### config.mk
export PLATFORM = sky130hd
export DESIGN_NAME = aes_req_arbiter
export DESIGN_NICKNAME = d
export VERILOG_FILES = /design/src/rtl/aes_ctrl_defs_pkg.sv /design/src/rtl/aes_tag_fifo.sv /design/src/rtl/aes_req_arbiter.sv
export SDC_FILE = /design/constraint.sdc
export NUM_CORES = 1
export LEC_CHECK = 0
export CORE_AREA = 2 2 362 364
export CTS_BUF_LIST = sky130_fd_sc_hd__clkbuf_16
export DETAILED_ROUTE_END_ITERATION = 10
export DIE_AREA = 0 0 364 366
export SLEW_MARGIN = 40
export SYNTH_ARGS = -nofsm -noshare
export SYNTH_HDL_FRONTEND = slang
export SYNTH_HIERARCHICAL = 1
export SYNTH_SLANG_ARGS = --single-unit
### constraint.sdc
create_clock -name clock -period 4.2 [get_ports clock]
set_input_delay 0.84 -clock clock [delete_from_list [all_inputs] [get_ports clock]]
set_output_delay 0.84 -clock clock [all_outputs]
set_load 0.005 [all_outputs]
### src/rtl/aes_ctrl_defs_pkg.sv
// aes_ctrl_defs
// Shared definitions for the AES request arbiter slice: run/drain FSM state
// encodings and the default block width.
package aes_ctrl_defs;

    localparam int DATA_W_DEFAULT = 128;

    typedef enum logic [1:0] {
        ST_IDLE  = 2'd0,
        ST_START = 2'd1,
        ST_RUN   = 2'd2,
        ST_DRAIN = 2'd3
    } arb_state_e;

endpackage : aes_ctrl_defs

### src/rtl/aes_tag_fifo.sv
// aes_tag_fifo
// In-order tag FIFO: remembers which requester owns each block in flight.
// Ports:
//   clock, resetn   : system clock, async active-low reset
//   push, push_data : write a tag (ignored when full)
//   pop             : drop the head tag (ignored when empty)
//   head            : oldest tag, valid only when empty=0
//   full, empty     : occupancy flags
//   count           : number of tags stored (0..DEPTH)
module aes_tag_fifo #(
    parameter  int WIDTH = 2,
    parameter  int DEPTH = 16,
    localparam int PTR_W = $clog2(DEPTH),
    localparam int CNT_W = PTR_W + 1
) (
    input  logic             clock,
    input  logic             resetn,
    input  logic             push,
    input  logic [WIDTH-1:0] push_data,
    input  logic             pop,
    output logic [WIDTH-1:0] head,
    output logic             full,
    output logic             empty,
    output logic [CNT_W-1:0] count
);

    logic [WIDTH-1:0] mem [DEPTH];
    logic [PTR_W-1:0] wr_ptr;
    logic [PTR_W-1:0] rd_ptr;
    logic             push_ok;
    logic             pop_ok;

    assign full    = (count == CNT_W'(DEPTH));
    assign empty   = (count == '0);
    assign push_ok = push & ~full;
    assign pop_ok  = pop & ~empty;
    assign head    = mem[rd_ptr];

    // DEPTH is a power of two, so the pointers wrap on natural overflow.
    always_ff @(posedge clock or negedge resetn) begin
        if (!resetn) begin
            wr_ptr <= '0;
            rd_ptr <= '0;
            count  <= '0;
        end else begin
            if (push_ok) wr_ptr <= wr_ptr + 1'b1;
            if (pop_ok)  rd_ptr <= rd_ptr + 1'b1;
            case ({push_ok, pop_ok})
                2'b10:   count <= count + 1'b1;
                2'b01:   count <= count - 1'b1;
                default: count <= count;
            endcase
        end
    end

    always_ff @(posedge clock) begin
        if (push_ok) mem[wr_ptr] <= push_data;
    end

endmodule : aes_tag_fifo

### src/rtl/aes_req_arbiter.sv
// aes_req_arbiter
// Shares one pipelined AES encryption core between NUM_REQ requesters.
// A round-robin arbiter issues blocks into the core; a tag FIFO records the
// owner of every block in flight so each ciphertext is routed back to the
// requester that sent it. A run/drain FSM pulses the core start and lets
// traffic quiesce before going idle.
//
// state    | meaning
// ---------+---------------------------------------------------------------
// ST_IDLE  | stopped, waiting for en=1
// ST_START | one-cycle core_start pulse
// ST_RUN   | issuing blocks, returning responses
// ST_DRAIN | no new issue; wait for all in-flight blocks to return
//
// Ports:
//   clock, resetn                 : system clock, async active-low reset
//   en                            : 1 = run, 0 = stop after draining
//   req_valid/req_data/req_ready  : requester issue side (data flattened)
//   rsp_valid/rsp_data/rsp_ready  : requester response side
//   core_start                    : start pulse to the core
//   core_in_*/core_out_*          : core input/output handshakes
//   busy                          : FSM not idle
//   outstanding                   : blocks in flight
//   err_orphan                    : sticky, core output seen with no tag
module aes_req_arbiter
    import aes_ctrl_defs::*;
#(
    parameter  int NUM_REQ   = 4,
    parameter  int DATA_W    = DATA_W_DEFAULT,
    parameter  int TAG_DEPTH = 16,
    localparam int ID_W      = $clog2(NUM_REQ),
    localparam int CNT_W     = $clog2(TAG_DEPTH) + 1
) (
    input  logic                      clock,
    input  logic                      resetn,
    input  logic                      en,
    input  logic [NUM_REQ-1:0]        req_valid,
    input  logic [NUM_REQ*DATA_W-1:0] req_data,
    output logic [NUM_REQ-1:0]        req_ready,
    output logic [NUM_REQ-1:0]        rsp_valid,
    output logic [DATA_W-1:0]         rsp_data,
    input  logic [NUM_REQ-1:0]        rsp_ready,
    output logic                      core_start,
    output logic [DATA_W-1:0]         core_in_data,
    output logic                      core_in_valid,
    input  logic                      core_in_ready,
    input  logic [DATA_W-1:0]         core_out_data,
    input  logic                      core_out_valid,
    output logic                      core_out_ready,
    output logic                      busy,
    output logic [CNT_W-1:0]          outstanding,
    output logic                      err_orphan
);

    arb_state_e       state_q;
    arb_state_e       state_d;
    logic [ID_W-1:0]  rr_ptr;
    logic [ID_W-1:0]  grant_idx;
    logic             any_valid;
    logic             issue_allowed;
    logic             in_xfer;
    logic             pop;
    logic [ID_W-1:0]  head;
    logic             fifo_full;
    logic             fifo_empty;

    // ---------------- FSM: state register ----------------
    always_ff @(posedge clock or negedge resetn) begin
        if (!resetn) state_q <= ST_IDLE;
        else         state_q <= state_d;
    end

    // ---------------- FSM: next state ----------------
    always_comb begin
        state_d = state_q;
        case (state_q)
            ST_IDLE:  if (en) state_d = ST_START;
            ST_START: state_d = ST_RUN;
            ST_RUN:   if (!en) state_d = ST_DRAIN;
            ST_DRAIN: begin
                // Re-enabling mid-drain resumes without another start pulse.
                if (en)
                    state_d = ST_RUN;
                else if (outstanding == '0 && !pop)
                    state_d = ST_IDLE;
            end
            default:  state_d = ST_IDLE;
        endcase
    end

    // ---------------- FSM: outputs ----------------
    always_comb begin
        core_start    = (state_q == ST_START);
        busy          = (state_q != ST_IDLE);
        // Full FIFO blocks issue even if a pop lands in the same cycle.
        issue_allowed = (state_q == ST_RUN) && !fifo_full;
    end

    // ---------------- Round-robin grant ----------------
    // Search from rr_ptr upward, wrapping; first valid requester wins.
    always_comb begin
        int  idx;
        logic found;
        grant_idx = '0;
        found     = 1'b0;
        for (int k = 0; k < NUM_REQ; k++) begin
            idx = int'(rr_ptr) + k;
            if (idx >= NUM_REQ) idx = idx - NUM_REQ;
            if (!found && req_valid[idx]) begin
                grant_idx = ID_W'(idx);
                found     = 1'b1;
            end
        end
    end

    assign any_valid     = |req_valid;
    assign core_in_valid = issue_allowed & any_valid;
    assign in_xfer       = core_in_valid & core_in_ready;

    always_comb begin
        core_in_data = '0;
        req_ready    = '0;
        for (int i = 0; i < NUM_REQ; i++) begin
            if (grant_idx == ID_W'(i)) begin
                core_in_data = req_data[i*DATA_W +: DATA_W];
                req_ready[i] = issue_allowed & core_in_ready & any_valid;
            end
        end
    end

    always_ff @(posedge clock or negedge resetn) begin
        if (!resetn) begin
            rr_ptr <= '0;
        end else if (in_xfer) begin
            if (grant_idx == ID_W'(NUM_REQ - 1)) rr_ptr <= '0;
            else                                 rr_ptr <= grant_idx + 1'b1;
        end
    end

    // ---------------- Response routing ----------------
    // With no tag in flight the core output is an orphan: accept it so the
    // core cannot stall, and hide it from every requester.
    always_comb begin
        rsp_valid      = '0;
        rsp_data       = core_out_data;
        core_out_ready = 1'b0;
        if (fifo_empty) begin
            core_out_ready = core_out_valid;
        end else begin
            for (int i = 0; i < NUM_REQ; i++) begin
                if (head == ID_W'(i)) begin
                    rsp_valid[i]   = core_out_valid;
                    core_out_ready = rsp_ready[i];
                end
            end
        end
    end

    assign pop = core_out_valid & core_out_ready & ~fifo_empty;

    always_ff @(posedge clock or negedge resetn) begin
        if (!resetn)                         err_orphan <= 1'b0;
        else if (core_out_valid && fifo_empty) err_orphan <= 1'b1;
    end

    aes_tag_fifo #(
        .WIDTH (ID_W),
        .DEPTH (TAG_DEPTH)
    ) u_tag_fifo (
        .clock     (clock),
        .resetn    (resetn),
        .push      (in_xfer),
        .push_data (grant_idx),
        .pop       (pop),
        .head      (head),
        .full      (fifo_full),
        .empty     (fifo_empty),
        .count     (outstanding)
    );

endmodule : aes_req_arbiter
* Word-level counts from Yosys, hierarchy flattened
Memories as Yosys holds them, arrays and structs flattened.
Cells that the tools add are included.
** Storage, ports and cells
- Bits in writable memories :: 32
- Bits of input ports :: 653
- Output and inout bits :: 274
- Register bits :: 18
- Word-level logic and storage cells :: 121
- Memories kept :: 1
** Cells by class
- $add $sub $neg :: 12
- Equal/unequal tests :: 15
- Reductions and logical operators :: 19
- Mux-type cells :: 50
- Bitwise operators :: 10
- Order comparisons :: 8
** Memory list
- u_tag_fifo.mem :: words 16, bits a word 2, read ports 1, clocked after Yosys merged registers in 0, write ports 1, RTL line aes_tag_fifo.sv:27 : logic [WIDTH-1:0] mem [DEPTH];
** Operators with widths (count)
- $mux W128 :: 4
- $lt A32 B4 Y1 const B :: 4
- $mux W32 :: 4
- $mux W1 :: 26
- $mux W2 :: 9
- $eq A2 B2 Y1 const B :: 7
- $sub A3 B3 Y4 const B :: 3
- $pmux W5 S2 :: 1
- $ge A3 B3 Y1 const B :: 3
- $add A4 B1 Y4 const B :: 2
- $and A1 B1 Y1 :: 8
- $bmux W1 S2 :: 4
- $eq A2 B1 Y1 const B :: 4
- $pmux W2 S4 :: 1
- $add A2 B2 Y3 const B :: 2
- $logic_and A1 B1 Y1 :: 6
- $logic_not A2 Y1 :: 3
- $add A5 B1 Y5 const B :: 1
- $eq A5 B5 Y1 const B :: 1
- $logic_not A1 Y1 :: 5
- $logic_not A5 Y1 :: 1
- $sub A5 B1 Y5 const B :: 1
- $mux W4 :: 1
- $ne A2 B2 Y1 const B :: 2
- 9 further kinds :: 11

* Logic depth before layout (Yosys ltp)
- Word-level depth :: 20
- Mapped depth :: 19
- Depth with buffers taken out :: 17

* Cells and area by module
The synthesis kept the hierarchy.
** Modules (own cells, without submodules)
- aes_req_arbiter :: cells an instance 787, area an instance 5622.9 um^2, sequential area each 125.1 um^2, instances 1
- aes_tag_fifo :: cells an instance 155, area an instance 2109.5 um^2, sequential area each 1286.2 um^2, instances 1

* Worst setup path after synthesis
Ideal clock, no wire load.
- Path kind :: register to register
- Start :: register u_tag_fifo.rd_ptr[0]
- End :: register u_tag_fifo.count[4]
- Cell stages (with the launch flop) :: 17
- Arrival time :: 3.655 ns
- Period minus slack after synthesis :: 3.780 ns
- Buffers on the path :: 2
- Data required time :: 4.075 ns
- Setup time :: 0.125 ns
- Path slack :: 0.420 ns
- Cells stage by stage :: dfrtp_1 -> buf_6 -> mux4_2 -> a22oi_1 -> nand2_1 -> mux2_2 -> a32oi_1 -> inv_1 -> nor2b_1 -> buf_6 -> ha_1 -> ha_1 -> nor2b_1 -> o21ai_0 -> a21oi_1 -> or3b_1 -> xnor2_1
** Between the ends
- Cells in the longest elaborated chain, start to end :: 12
- Elaborated cells on any way between the ends :: 17
- Classes of those cells :: 5 x eq/ne; 6 x mux; 3 x bitwise; 2 x reduce/logical; 1 x memory
** RTL lines
- from (decl) :: RTL line aes_tag_fifo.sv:29 : logic [PTR_W-1:0] rd_ptr;
- from (signal assigned) :: RTL line aes_tag_fifo.sv:47 : if (pop_ok) rd_ptr <= rd_ptr + 1'b1;
- $mem_v2 Z16 W2 (*)
- named net head[0] :: RTL line aes_req_arbiter.sv:63 : logic [ID_W-1:0] head;
- $logic_not A2 Y1 :: RTL line aes_req_arbiter.sv:151 : if (head == ID_W'(i)) begin
- $mux W1 (3 in a row) :: RTL line aes_req_arbiter.sv:151
- $mux W1 (*) :: RTL line aes_req_arbiter.sv:151
- $mux W1 (*) :: RTL line aes_req_arbiter.sv:147 : if (fifo_empty) begin
- $and A1 B1 Y1 (*) (2 in a row) :: RTL line aes_req_arbiter.sv:159 : assign pop = core_out_valid & core_out_ready & ~fifo_empty;
- named net pop :: RTL line aes_req_arbiter.sv:62 : logic pop;
- $and A1 B1 Y1 (*) :: RTL line aes_tag_fifo.sv:36 : assign pop_ok = pop & ~empty;
- named net u_tag_fifo.pop_ok :: RTL line aes_tag_fifo.sv:31 : logic pop_ok;
- $eq A2 B1 Y1 / $eq A2 B2 Y1 (equally long branches) :: RTL line aes_tag_fifo.sv:48 : case ({push_ok, pop_ok})
- $pmux W5 S2 / $reduce_bool A2 Y1 (equally long branches)
- to (signal assigned) :: RTL line aes_tag_fifo.sv:49 : 2'b10: count <= count + 1'b1;
- to (signal assigned) :: RTL line aes_tag_fifo.sv:50 : 2'b01: count <= count - 1'b1;
- to (signal assigned) :: RTL line aes_tag_fifo.sv:51 : default: count <= count;
- to (decl) :: RTL line aes_tag_fifo.sv:24 : output logic [CNT_W-1:0] count
Mark *: on every way through the listed nets, which the timed path passes. The rest lies on a longest branch.
A chain may end at the register's enable or synchronous reset.

* Worst setup path after layout
- Start :: input req_valid[3]
- End :: output core_in_data[67]
** Between the ends
- Cells in the longest elaborated chain, start to end :: 18
- Elaborated cells on any way between the ends :: 33
- Classes of those cells :: 3 x eq/ne; 23 x mux; 7 x reduce/logical
** RTL lines
- from (decl) :: RTL line aes_req_arbiter.sv:37 : input logic [NUM_REQ-1:0] req_valid,
- $bmux W1 S2 :: RTL line aes_req_arbiter.sv:109 : if (!found && req_valid[idx]) begin
- $mux W1 (implied by the code) (2 in a row) :: RTL line aes_req_arbiter.sv:109
- $mux W1 :: RTL line aes_req_arbiter.sv:109
- $logic_not A1 Y1 :: RTL line aes_req_arbiter.sv:109
- $logic_and A1 B1 Y1 :: RTL line aes_req_arbiter.sv:109
- $mux W1 :: RTL line aes_req_arbiter.sv:109
- $logic_not A1 Y1 :: RTL line aes_req_arbiter.sv:109
- $logic_and A1 B1 Y1 :: RTL line aes_req_arbiter.sv:109
- $mux W1 :: RTL line aes_req_arbiter.sv:109
- $logic_not A1 Y1 :: RTL line aes_req_arbiter.sv:109
- $logic_and A1 B1 Y1 :: RTL line aes_req_arbiter.sv:109
- $mux W2 (*) :: RTL line aes_req_arbiter.sv:109
- $logic_not A2 Y1 :: RTL line aes_req_arbiter.sv:124 : if (grant_idx == ID_W'(i)) begin
- $mux W128 (3 in a row) :: RTL line aes_req_arbiter.sv:124
- $mux W128 (*) :: RTL line aes_req_arbiter.sv:124
- to (decl) :: RTL line aes_req_arbiter.sv:44 : output logic [DATA_W-1:0] core_in_data,
Mark *: on every way between the ends. The rest lies on a longest branch, timed or not. The select of a mux whose other input is x is not followed.

==> run_results.csv <==
group,metric,value,unit
logic_synthesis,ys_types,54,
logic_synthesis,synth.area.mux_share,3.317,%
clocking,clk_latency,0.29,ns
detailed_routing,vias,10710,
clocking,cts_made_buffers,5,
die,die_height,366,µm
timing,period_needed,4.141,ns
logic_synthesis,postSynth.asyncResetShare,36.00,%
place,placed_area,16570,µm²
logic_synthesis,avgSynthCellArea,8.209,µm²
logic_synthesis,syn_nets,1609,
detailed_routing,wl_per_cell,26.85,µm
detailed_routing,drtAntennaViolNets,0,
layout,seq_area,1411,µm²
die,fp.dieW,364,µm
layout,areaGrowthSynthToFinish,124.1,%
timing,hold-worst-slack,0.4839,ns
layout,drive_above_1_share,21.55,%
setup_path,max_stage_delay,0.33,ns
global_route,grt_pass1_wl,109000,µm
logic_synthesis,ys_ff_latch,50,
detailed_routing,drtIter0Drc,742,
logic_synthesis,yosysMostFrequentCell,"nand2_1",
clocking,cts_num_sinks,50,
worst_hold_path,hold_path.class,"register to register",
logic_synthesis,syn_area,7732,µm²
logic_synthesis,syn_inst,942,
setup_path,path_delay_family,"buffers and inverters",
global_route,grt_max_degree,63,
layout,stdcell_count,3315,
logic_synthesis,synth_edf_count,32,
clocking,clk_path_buf_depth,2,
setup_path,setup.worst_path.start,"req_valid[3]",
clocking,ctsHoldBuffers,0,
place,portBuffers,670,
global_route,antenna_found_initial,60,
layout,fillCellCount,14750,
die,start_util,5.995,%
global_route,grt.overflow.total,0,
clocking,path_clk_slew,0.07,ns
setup_path,crit_path_start_kind,"input port",
timing,rsz0062_at_grt,"true",
pwr,leakagePower,6.067,nW
global_route,grt_use_total,12.50,%
timing,max_freq,0.2415,GHz
setup_path,path_class,"input port to output port",
setup_path,worstReg2RegStart,"u_tag_fifo/rd_ptr[0]",
pwr,cellPowerDensity,541.8,nW/µm²
run,drv_cap,0,
setup_path,critical_path_buf_inv_count,7,
timing,maxSlewViolCount,0,
layout,design_area,17330,µm²
logic_synthesis,post-synth-top-area-cell,"buf_4",
detailed_routing,drc,0,
clocking,htree_levels,2,
timing,setup_viol,0,
logic_synthesis,yosys.area_share.simple,22.12,%
logic_synthesis,synth_warnings,6,
die,io_pins,927,
pwr,max-vdd-ir-drop,237.1,µV
logic_synthesis,synth-adder-area-share,2.362,%
place,finalWeightedCongestion,0.9471,
setup_path,required,3.36,ns
setup_path,endpoint_kind,"output port",
logic_synthesis,synth_compound_area_share,33.69,%
timing,tightest_slew,0.5548,ns
logic_synthesis,ys_top_cells_by_area,"buf_4 (13%), edfxtp_1 (12%), a221oi_1 (11%)",
detailed_routing,routed_wl,89010,µm
global_route,grt_pass1_vias,10590,
logic_synthesis,yosys-top-cells-count,"nand2_1 (143), nor2b_1 (133), buf_4 (131)",
place,placed_cells,3274,
timing,maxSlewHeadroom,63.01,%
logic_synthesis,yosysSeqAreaShare,18.25,%
die,die_area,133200,µm²
status,status,"complete, no violations",
die,num_rows,132,
setup_path,slowest_stage,"dlygate4sd2_1",
pwr,totalPowerFinal,9.391,mW
timing,finClkSkew,0.006055,ns
clocking,cts_tree,"built",
logic_synthesis,synthXorXnorAreaFrac,1.133,%
setup_path,arrival,3.30,ns
logic_synthesis,synth_top_family_by_area,"compound AO/OA/AOI/OAI gates",
worst_hold_path,hp-start,"err_orphan",
timing,final.period_utilization,98.60,%
die,core_area,129000,µm²
setup_path,crit_chain,"clkbuf_2 -> nand2b_4 -> a211o_1 -> o21ai_2 -> ha_2 -> nor2b_4 -> buf_12 -> buf_12 -> buf_12 -> buf_4 -> buf_4 -> a221oi_1 -> o31ai_1 -> dlygate4sd2_1",
setup_path,worst-path-max-fanout,9,
logic_synthesis,synthFlopType,"edfxtp_1",
detailed_routing,vias_per_cell,3.232,
clocking,cts_root_buf,"clkbuf_16",
timing,setup_tns,0,ns
detailed_routing,dr.pass1.iters,7,
layout,nets,2230,
layout,multi_input_area,5192,µm²
setup_path,path_common_cell,"buf_12",
place,dp_hpwl,78490,µm
timing,hold_viol,0,
logic_synthesis,yosysTopAreaCellShare,12.72,%
## metal layers
metal	part of all wire [%]	global-route usage, %	vias up
li1	-	-	4641
met1	37	14.09	5072
met2	44	19.78	810
met3	16	7.737	149
met4	2.8	2.745	42
met5	0.41	0.6536	-
## logic make-up after synthesis
family | after synthesis
compound gates | 287
mux | 19
xor+xnor | 10
flops | 50
buf+inv | 232
fa+ha+maj | 14
simple gates | 330
## report_power, final
part	total, mW	internal (mW)	switching, mW
Clock	0.472	0.285	0.187
Sequential	0.793	0.663	0.130
Combinational	8.13	4.23	3.89
## final timing paths
check                                  endpoint  slack (ns)  depth (start not counted)
max reg2reg                 u_tag_fifo/count[4]        0.27                         18
min                                  err_orphan        0.48                          1
max                            core_in_data[67]        0.06                         14
min reg2reg                          err_orphan        0.48                          1
max in group asynchronous   u_tag_fifo/count[2]        3.29                          1
min in group asynchronous  u_tag_fifo/wr_ptr[3]        0.53                          1
## area by class of cell
class | instances | area share [%]
diodes | 9 | 0.1299
repair buffers | 835 | 47.95
multi-input cells | 660 | 29.96
clock buffers | 5 | 0.7219
clock inverters | 3 | 0.2815
inverters | 11 | 0.2382
well taps | 1742 | 12.58
flip-flops and latches | 50 | 8.143
## registers in the layout, indices dropped and copies added, names as in the netlist
name and count:
state_q 2, rr_ptr 2, u_tag_fifo/rd_ptr 4, u_tag_fifo/mem 32, err_orphan 1, u_tag_fifo/wr_ptr 4
u_tag_fifo/count 5
## what timing repair did
action | in CTS | in global routing
buffers inserted | 21 | 3
cloned | 2 | 2
gates resized for setup | 161 | 37
endpoints found under the setup margin | 130 | 80
pin swaps | 51 | 10
## worst register-to-register path: cells and delay by family, from the launching register on
kind / cells / cell delay [ns]
adder cells (fa/ha/maj): 2 / 0.52
buffers and inverters: 3 / 0.37
AND/OR/NAND/NOR: 4 / 0.81
AO/OA/AOI/OAI: 6 / 0.90
multiplexers: 2 / 0.70
XOR/XNOR: 1 / 0.13
flip-flops: 1 / 0.37
## layout by cell type, fill, tap and decap left out, types with 7 or more instances in the layout
master and count:
clkbuf_16 7, buf_4 139, o31ai_1 66, o21ai_0 7
xnor2_1 7, dfrtp_1 18, nand2_1 142, clkdlybuf4s50_1 552
nor2b_1 132, buf_12 29, a21oi_1 8, edfxtp_1 32
inv_1 11, nor2_1 17, o31ai_2 59, diode_2 9
a221oi_2 42, a221oi_1 84, dlygate4sd2_1 89, ha_1 9
mux2_2 9
## stage by stage
stage          setup WS [ns]  util (%)
2_1_floorplan         0.4199         -
3_3_place_gp         -0.7954     12.85
3_5_place_dp         -0.7238     12.85
4_1_cts             -0.06702     13.25
5_1_grt             -0.02685     13.43
6_report             0.05860     13.44
No activity file was read; power rests on OpenSTA's default activity.
